### config.mk
export PLATFORM = sky130hd
export DESIGN_NAME = bpc_out_arbiter
export DESIGN_NICKNAME = d
export VERILOG_FILES = /design/src/rtl/bpc_out_arbiter.sv
export SDC_FILE = /design/constraint.sdc
export NUM_CORES = 2
export LEC_CHECK = 0
export ABC_AREA = 0
export CAP_MARGIN = 20
export CORE_ASPECT_RATIO = 0.6
export CORE_UTILIZATION = 60
export DETAILED_ROUTE_END_ITERATION = 10
export GPL_ROUTABILITY_DRIVEN = 0
export PLACE_DENSITY = 0.8
export SKIP_LAST_GASP = 1
export SYNTH_ARGS = -nofsm -noshare
export SYNTH_HDL_FRONTEND = slang
export SYNTH_SLANG_ARGS = --single-unit
### constraint.sdc
create_clock -name clk -period 8.3 [get_ports clk]
set_input_delay 2.49 -clock clk [delete_from_list [all_inputs] [get_ports clk]]
set_output_delay 2.49 -clock clk [all_outputs]
set_load 0.05 [all_outputs]
### src/rtl/bpc_out_arbiter.sv
// bpc_out_arbiter: round-robin packetiser for NUM_LANES ZRL code-buffer lanes.
// Each lane buffers 64-bit coded words in a small FIFO and parks its block
// size in a one-entry slot. When a lane's block is complete, the arbiter
// emits one header beat followed by that block's data beats on a single
// 64-bit valid/ready output port.
// Optional build macro: BPC_ARB_STATS_EN adds per-lane header and overflow
// counters on ports blk_cnt_o / ovf_cnt_o.

module bpc_out_arbiter #(
   parameter int NUM_LANES  = 4,
   parameter int FIFO_DEPTH = 16
) (
   input  logic                     clk,
   input  logic                     rst_n,
   input  logic [64*NUM_LANES-1:0]  lane_data_i,
   input  logic [NUM_LANES-1:0]     lane_dvalid_i,
   input  logic [11*NUM_LANES-1:0]  lane_size_i,
   input  logic [NUM_LANES-1:0]     lane_svalid_i,
   output logic [NUM_LANES-1:0]     lane_ready_o,
   output logic [63:0]              out_data_o,
   output logic                     out_valid_o,
   input  logic                     out_ready_i,
   output logic                     out_hdr_o,
   output logic                     out_last_o,
   output logic [2:0]               out_lane_o,
   output logic                     err_o
`ifdef BPC_ARB_STATS_EN
   ,
   output logic [16*NUM_LANES-1:0]  blk_cnt_o,
   output logic [16*NUM_LANES-1:0]  ovf_cnt_o
`endif
);

   localparam int AW = $clog2(FIFO_DEPTH);
   localparam int CW = AW + 1;
   // Lane index space addressable by the 3-bit lane field; unused lanes are tied off.
   localparam int ML = 8;

   localparam logic [1:0] ST_IDLE = 2'd0;
   localparam logic [1:0] ST_HDR  = 2'd1;
   localparam logic [1:0] ST_DATA = 2'd2;

   logic [1:0]    state_reg;
   logic [2:0]    lane_reg;
   logic [2:0]    rr_reg;
   logic [10:0]   hdr_size_reg;
   logic [3:0]    wn_reg;
   logic [3:0]    beat_cnt_reg;
   logic          err_reg;

   logic [63:0]   head_data [ML];
   logic [3:0]    wn_arr    [ML];
   logic [10:0]   size_arr  [ML];
   logic [ML-1:0] eligible;
   logic [ML-1:0] dup_vec;

   logic          hdr_accept;
   logic          data_accept;
   logic          found;
   logic [2:0]    pick;
   logic [3:0]    sum;

   assign hdr_accept  = (state_reg == ST_HDR)  && out_ready_i;
   assign data_accept = (state_reg == ST_DATA) && out_ready_i;

   generate
      for (genvar gi = 0; gi < ML; gi++) begin : g_slot
         if (gi < NUM_LANES) begin : g_lane
            logic [63:0]   mem [FIFO_DEPTH];
            logic [AW-1:0] wr_ptr_reg;
            logic [AW-1:0] rd_ptr_reg;
            logic [CW-1:0] count_reg;
            logic [CW-1:0] free_slots;
            logic [CW-1:0] need_ext;
            logic          size_vld_reg;
            logic [10:0]   size_reg;
            logic [3:0]    words_needed;
            logic          push;
            logic          pop;
            logic          clr;

            assign push = lane_dvalid_i[gi];
            assign pop  = data_accept && (lane_reg == 3'(gi));
            assign clr  = hdr_accept  && (lane_reg == 3'(gi));

            // Word storage: written on every lane word, no reset needed for the array.
            always_ff @(posedge clk) begin
               if (push) begin
                  mem[wr_ptr_reg] <= lane_data_i[64*gi +: 64];
               end
            end

            // FIFO pointers and occupancy; simultaneous push and pop leave count unchanged.
            always_ff @(posedge clk) begin
               if (!rst_n) begin
                  wr_ptr_reg <= '0;
                  rd_ptr_reg <= '0;
                  count_reg  <= '0;
               end else begin
                  if (push) begin
                     wr_ptr_reg <= wr_ptr_reg + AW'(1);
                  end
                  if (pop) begin
                     rd_ptr_reg <= rd_ptr_reg + AW'(1);
                  end
                  case ({push, pop})
                     2'b10:   count_reg <= count_reg + CW'(1);
                     2'b01:   count_reg <= count_reg - CW'(1);
                     default: count_reg <= count_reg;
                  endcase
               end
            end

            // One-entry size slot: a second size while occupied is dropped.
            always_ff @(posedge clk) begin
               if (!rst_n) begin
                  size_vld_reg <= 1'b0;
                  size_reg     <= '0;
               end else if (clr) begin
                  size_vld_reg <= 1'b0;
               end else if (lane_svalid_i[gi] && !size_vld_reg) begin
                  size_vld_reg <= 1'b1;
                  size_reg     <= lane_size_i[11*gi +: 11];
               end
            end

            // Words per block: ceil(size/64), with 512..513 (raw/overflow) fixed at 8.
            always_comb begin
               words_needed = 4'd0;
               if (size_reg == 11'd0) begin
                  words_needed = 4'd0;
               end else if (size_reg >= 11'd512) begin
                  words_needed = 4'd8;
               end else begin
                  words_needed = {1'b0, size_reg[8:6]} + 4'(|size_reg[5:0]);
               end
            end

            assign need_ext   = CW'(words_needed);
            assign free_slots = CW'(FIFO_DEPTH) - count_reg;

            assign eligible[gi]  = size_vld_reg && (count_reg >= need_ext);
            assign dup_vec[gi]   = lane_svalid_i[gi] && size_vld_reg;
            assign head_data[gi] = mem[rd_ptr_reg];
            assign wn_arr[gi]    = words_needed;
            assign size_arr[gi]  = size_reg;

            // Two free slots cover the word already in flight in the code buffer's
            // output register; once the block is complete the lane is held off.
            assign lane_ready_o[gi] = (free_slots >= CW'(2)) && !eligible[gi];

`ifdef BPC_ARB_STATS_EN
            logic [15:0] blk_cnt_reg;
            logic [15:0] ovf_cnt_reg;

            // Per-lane statistics, counted on header acceptance and wrapping at 16 bits.
            always_ff @(posedge clk) begin
               if (!rst_n) begin
                  blk_cnt_reg <= '0;
                  ovf_cnt_reg <= '0;
               end else if (clr) begin
                  blk_cnt_reg <= blk_cnt_reg + 16'd1;
                  if (hdr_size_reg == 11'd513) begin
                     ovf_cnt_reg <= ovf_cnt_reg + 16'd1;
                  end
               end
            end

            assign blk_cnt_o[16*gi +: 16] = blk_cnt_reg;
            assign ovf_cnt_o[16*gi +: 16] = ovf_cnt_reg;
`endif
         end else begin : g_pad
            assign eligible[gi]  = 1'b0;
            assign dup_vec[gi]   = 1'b0;
            assign head_data[gi] = '0;
            assign wn_arr[gi]    = '0;
            assign size_arr[gi]  = '0;
         end
      end
   endgenerate

   // Round-robin search: first eligible lane at or after the pointer, wrapping.
   always_comb begin
      found = 1'b0;
      pick  = 3'd0;
      sum   = 4'd0;
      for (int k = 0; k < NUM_LANES; k++) begin
         sum = {1'b0, rr_reg} + 4'(k);
         if (sum >= 4'(NUM_LANES)) begin
            sum = sum - 4'(NUM_LANES);
         end
         if (!found && eligible[sum[2:0]]) begin
            found = 1'b1;
            pick  = sum[2:0];
         end
      end
   end

   // Packet FSM: IDLE picks a lane, HDR emits its header, DATA drains its words.
   always_ff @(posedge clk) begin
      if (!rst_n) begin
         state_reg    <= ST_IDLE;
         lane_reg     <= 3'd0;
         rr_reg       <= 3'd0;
         hdr_size_reg <= '0;
         wn_reg       <= '0;
         beat_cnt_reg <= '0;
      end else begin
         case (state_reg)
            ST_IDLE: begin
               if (found) begin
                  lane_reg     <= pick;
                  hdr_size_reg <= size_arr[pick];
                  wn_reg       <= wn_arr[pick];
                  state_reg    <= ST_HDR;
               end
            end
            ST_HDR: begin
               if (out_ready_i) begin
                  rr_reg       <= (lane_reg == 3'(NUM_LANES - 1)) ? 3'd0 : lane_reg + 3'd1;
                  beat_cnt_reg <= wn_reg;
                  state_reg    <= (wn_reg == 4'd0) ? ST_IDLE : ST_DATA;
               end
            end
            ST_DATA: begin
               if (out_ready_i) begin
                  beat_cnt_reg <= beat_cnt_reg - 4'd1;
                  if (beat_cnt_reg == 4'd1) begin
                     state_reg <= ST_IDLE;
                  end
               end
            end
            default: state_reg <= ST_IDLE;
         endcase
      end
   end

   // Sticky size-overrun flag.
   always_ff @(posedge clk) begin
      if (!rst_n) begin
         err_reg <= 1'b0;
      end else if (|dup_vec) begin
         err_reg <= 1'b1;
      end
   end

   // Output beat; everything derives from held state, so a stall keeps it stable.
   always_comb begin
      out_data_o = '0;
      out_last_o = 1'b0;
      case (state_reg)
         ST_HDR: begin
            out_data_o = {50'd0, lane_reg, hdr_size_reg};
            out_last_o = (wn_reg == 4'd0);
         end
         ST_DATA: begin
            out_data_o = head_data[lane_reg];
            out_last_o = (beat_cnt_reg == 4'd1);
         end
         default: begin
            out_data_o = '0;
            out_last_o = 1'b0;
         end
      endcase
   end

   assign out_valid_o = (state_reg == ST_HDR) || (state_reg == ST_DATA);
   assign out_hdr_o   = (state_reg == ST_HDR);
   assign out_lane_o  = lane_reg;
   assign err_o       = err_reg;

endmodule

* Word level (Yosys, flattened, before mapping) *
Memories as Yosys holds them, arrays and structs flattened. A register that Yosys moved wholly into a read port is not among the register bits.
Cells that the tools add are included.

storage, ports and cells
  output and inout port bits = 75
  input port bits = 311
  memories = 4
  RAM bits = 4096
  register bits = 128

cells by class
  magnitude comparators = 22
  muxes and demuxes = 69
  bitwise gates (word level) = 7
  eq/ne operators = 18
  reductions and logical operators = 70
  add/subtract/negate cells = 33

memories
  name                  depth  width  rd ports  clocked after memory_dff  wr ports  RTL line  source
  g_slot[0].g_lane.mem  16     64     1         1                         1         69        logic [63:0] mem [FIFO_DEPTH];
  g_slot[1].g_lane.mem  16     64     1         1                         1         69
  g_slot[2].g_lane.mem  16     64     1         1                         1         69
  g_slot[3].g_lane.mem  16     64     1         1                         1         69

operators with widths
  kind                    number
  $bmux W64 S3            1
  $mux W64                2
  $pmux W64 S2            1
  $mux W4                 20
  $ge A11 B10 Y1 const B  4
  $logic_not A11 Y1       4
  $pmux W5 S2             4
  $bmux W11 S3            1
  $add A4 B1 Y4 const B   8
  $logic_and A1 B1 Y1     29
  $mux W3                 9
  $reduce_or A6 Y1        4
  $mux W11                2
  $add A5 B1 Y5 const B   4
  $ge A5 B2 Y1 const B    4
  $ge A5 B4 Y1            4
  $sub A5 B1 Y5 const B   4
  $sub A5 B5 Y5 const A   4
  $add A3 B1 Y4           4
  $lt A3 B4 Y1 const B    4
  $mux W1                 16
  $bmux W1 S3             4
  $bmux W4 S3             1
  $ge A4 B3 Y1 const B    3
  30 further kinds        78

* Longest topological paths before layout *
  depth after elaboration = 22
  depth in mapped cells = 18
  mapped depth without buffers = 16

* Worst setup path before layout *
No wires, ideal clock.

  path type = reg-to-output
  start point = register with a tool-made name
  end point = output port out_data_o[12]
  cell stages (with the launch flop) = 9
  arrival = 3.393 ns
  path slack = 2.417 ns
  data required time = 5.810 ns
  buffers on the path = 4
  path through = dfxtp_1 clkbuf_1 clkbuf_1 clkbuf_1 clkbuf_1 mux4_2 mux4_2 mux2i_1 o31ai_1

RTL lines
  what       RTL line  source
  to (decl)  20        output logic [63:0] out_data_o,

==> metrics <==
status finished, final reports clean; All-Layer GR Usage 35.2%; clock group share of total power 38.9%; die width 676 µm; Worst Path Required 5.81 ns; clk slew on worst S/H paths 0.07 ns; Non-Filler Instances 11,400; root buf cell clkbuf_16; internal power 34,100 µW; Num CTS Buffers 359; worst-path cell chain buf_12, mux4_2, mux4_2, mux4_2, nand2b_1, nand2_1, clkdlybuf4s50_1; Die Height 406 µm; sequential share of power 54.4%; Remaining DRCs 0; Mapped Avg Cell Area 23.9 µm²; Vias/cell 7.30; FFs w/ async S/R, synth 0%; Setup Buffers After CTS 0; H-Tree Level Count 5; Initial Util 60.3%; area leader, netlist edfxtp_1; vias in the first global route 83,300; Seq/Total Area, Yosys 77.0%; DRT Wirelength 485,000 µm; synth warn 0; P&R area growth vs syn 12.7%; setup tns final 0 ns; cell count after synthesis 6,842; clock sinks 4,240; CP most frequent cell mux4_2; die area 275,000 µm²; Mapped Area 163,000 µm²; Power Density 239 nW/µm²; DP Cell Count 10,700; PostCTS Resize Cnt 0; Period Utilization, post-route 93.0%; Vias 83,100; Worst path slowest cell dfxtp_4; largest net degree at the start of global routing 80; post-layout min period 7.72 ns; f_max 0.130 GHz; layout cells sized above 1 27.5%; skew final 0.0548 ns; CTS Hold Buffers Added 0; combinational share of power 6.7%; CP Max Fanout 44; I/O Pins 386; type of the worst setup path flip-flop to output pin; number of synthesized flops with an enable pin 4,096; Leakage 0.0559 µW; crit-path leading delay family multiplexers; Final HPWL DP 261,000 µm; top-area cell type share of the netlist area 75.3%; switch share 22.7%; clk_lat worst skew 0.92 ns; setup violators final 0; core area 271,000 µm²; unrepaired setup endpoints after global routing false; global-route wire length before repair 659,000 µm; VDD IR max 0.188 mV; # nets final 7,813; syn nets 7,236; final hold vios 0; Critical Path AT 5.23 ns; Relative slew margins 23.9%; Netlist cell types 71; Max Cap Violations 0; clk buf depth 4; startpoint types flip-flop; port bufs 385; # rows 148; hold crit path type flip-flop to flip-flop; Post-DRT Antenna Nets 0; Max Slew Vio Count 0; Worst Setup End Kind output pin; Critical Path Max Stage Delay 0.89 ns; CTS tree yes; Worst-Margin Slew 1.14 ns; GRT Residual Overflow 0; FF+latch count, synth 4,240; max reg flops 4,096; Area contributors post-synth edfxtp_1 (75%), mux4_2 (19%), dfxtp_1 (1.8%); antenna violations before repair 123; drt pass-1 iters 6; routed len/inst 42.6 µm; ys flop type edfxtp_1; NetSw 10000 µW; DRT iter0 DRCs 14,900; WP buf/inv 2
power by group through the flow:
stage	clock network, µW	logic, µW	registers, µW
after global placement	0	2730	24400
after CTS	17100	2880	24000
after floorplan	0	1570	24300
after detailed placement	0	2810	24400
after global routing	17800	3030	24000
final	17100	2940	24000
cell usage in the layout (no fill, tap or decap), types with 15 or more instances in the layout:
cell / netlist / final
buf_4: 1 / 140
clkinvlp_4: 0 / 15
mux2i_1: 59 / 59
nor4_1: 15 / 15
diode_2: 0 / 75
bufinv_16: 0 / 31
edfxtp_1: 4096 / 4096
o21ai_0: 41 / 38
inv_1: 49 / 48
nand2b_1: 18 / 18
clkbuf_1: 235 / 90
buf_12: 0 / 40
clkdlybuf4s50_1: 0 / 385
xor2_1: 32 / 32
nor2b_1: 63 / 63
dfxtp_1: 144 / 127
nor2_1: 145 / 145
ha_1: 79 / 79
nand2_1: 81 / 81
a21oi_1: 54 / 54
clkinv_1: 0 / 70
mux4_2: 1343 / 1343
dfxtp_4: 0 / 17
nor3_1: 20 / 20
and2_4: 0 / 64
clkbuf_16: 0 / 368
clkinv_2: 0 / 46
final cells by class:
class	count	area (µm²)
Timing Repair Buffer	565	5710
Clock inverter	182	1770
Antenna cell	75	188
Inverter	50	195
Tap cell	3600	4500
Multi-Input combinational cell	2203	36200
Fill cell	15500	87000
Sequential cell	4240	126000
Clock buffer	463	9600
worst paths after layout:
check	from	end	slack, ns	cells past startpoint
worst max-delay path	flip-flop	out_data_o[8]	0.58	7
worst min-delay path	beat_cnt_reg[1]	beat_cnt_reg[1]	0.53	2
worst max register to register	g_slot[0].g_lane.size_reg[3]	hdr_size_reg[3]	2.82	16
worst min register to register	beat_cnt_reg[1]	beat_cnt_reg[1]	0.53	2
cell usage after synthesis, drive strengths merged, types with 5 or more instances:
cell type / number
nand4: 9
nor3: 20
and3: 7
mux2i: 59
a21oi: 55
mux2: 9
xnor2: 13
nand3: 13
a211oi: 8
o21a: 7
xor2: 32
or3: 5
o21ai: 45
nor2: 146
nand2: 81
nor2b: 63
a221o: 6
clkbuf: 235
edfxtp: 4096
a21o: 11
mux4: 1343
inv: 50
nand2b: 18
dfxtp: 144
ha: 79
and2: 72
o221a: 9
a31oi: 13
a311oi: 5
nor4: 15
buf: 114
cell families after synthesis:
family                     synth area share, %
AOI/OAI and AO/OA                        0.818
xor gates and xnor gates                 0.241
adders and majority gates                0.654
buffers and inverters                    0.923
DFF                                       77.0
muxes                                     18.9
and+or+nand+nor                           1.42
routing by layer:
| layer | routed length [µm] | track usage, % | part of all wire (%) | vias up |
|---|---|---|---|---|
| met5 | 287 | 0 | 0.059 | - |
| met4 | 30100 | 18.9 | 6.2 | 48 |
| met3 | 66600 | 10.1 | 14 | 1319 |
| met2 | 231000 | 54.0 | 48 | 7953 |
| met1 | 157000 | 46.4 | 32 | 43200 |
| li1 | - | - | - | 30600 |
worst register-to-register path: cells and delay by family, from the launching register on:
| kind | cells | cell delay [ns] |
|---|---|---|
| adders and majority gates | 3 | 0.71 |
| and+or+nand+nor | 4 | 0.70 |
| xor gates and xnor gates | 1 | 0.17 |
| AOI/OAI and AO/OA | 8 | 3.46 |
| DFF | 1 | 0.37 |
stage by stage:
step	setup slack, ns	area, µm²	power (µW)	util, %	hold slack [ns]
5_1_grt	0.519	184000	44800	67.9	0.547
3_3_place_gp	1.70	173000	27100	63.7	0.502
6_report	0.585	184000	44100	67.9	0.528
4_1_cts	0.564	184000	43900	67.9	0.524
2_1_floorplan	2.42	163000	25900	-	0.454
3_5_place_dp	1.66	173000	27200	63.7	0.510
No activity file was read; power rests on OpenSTA's default activity.
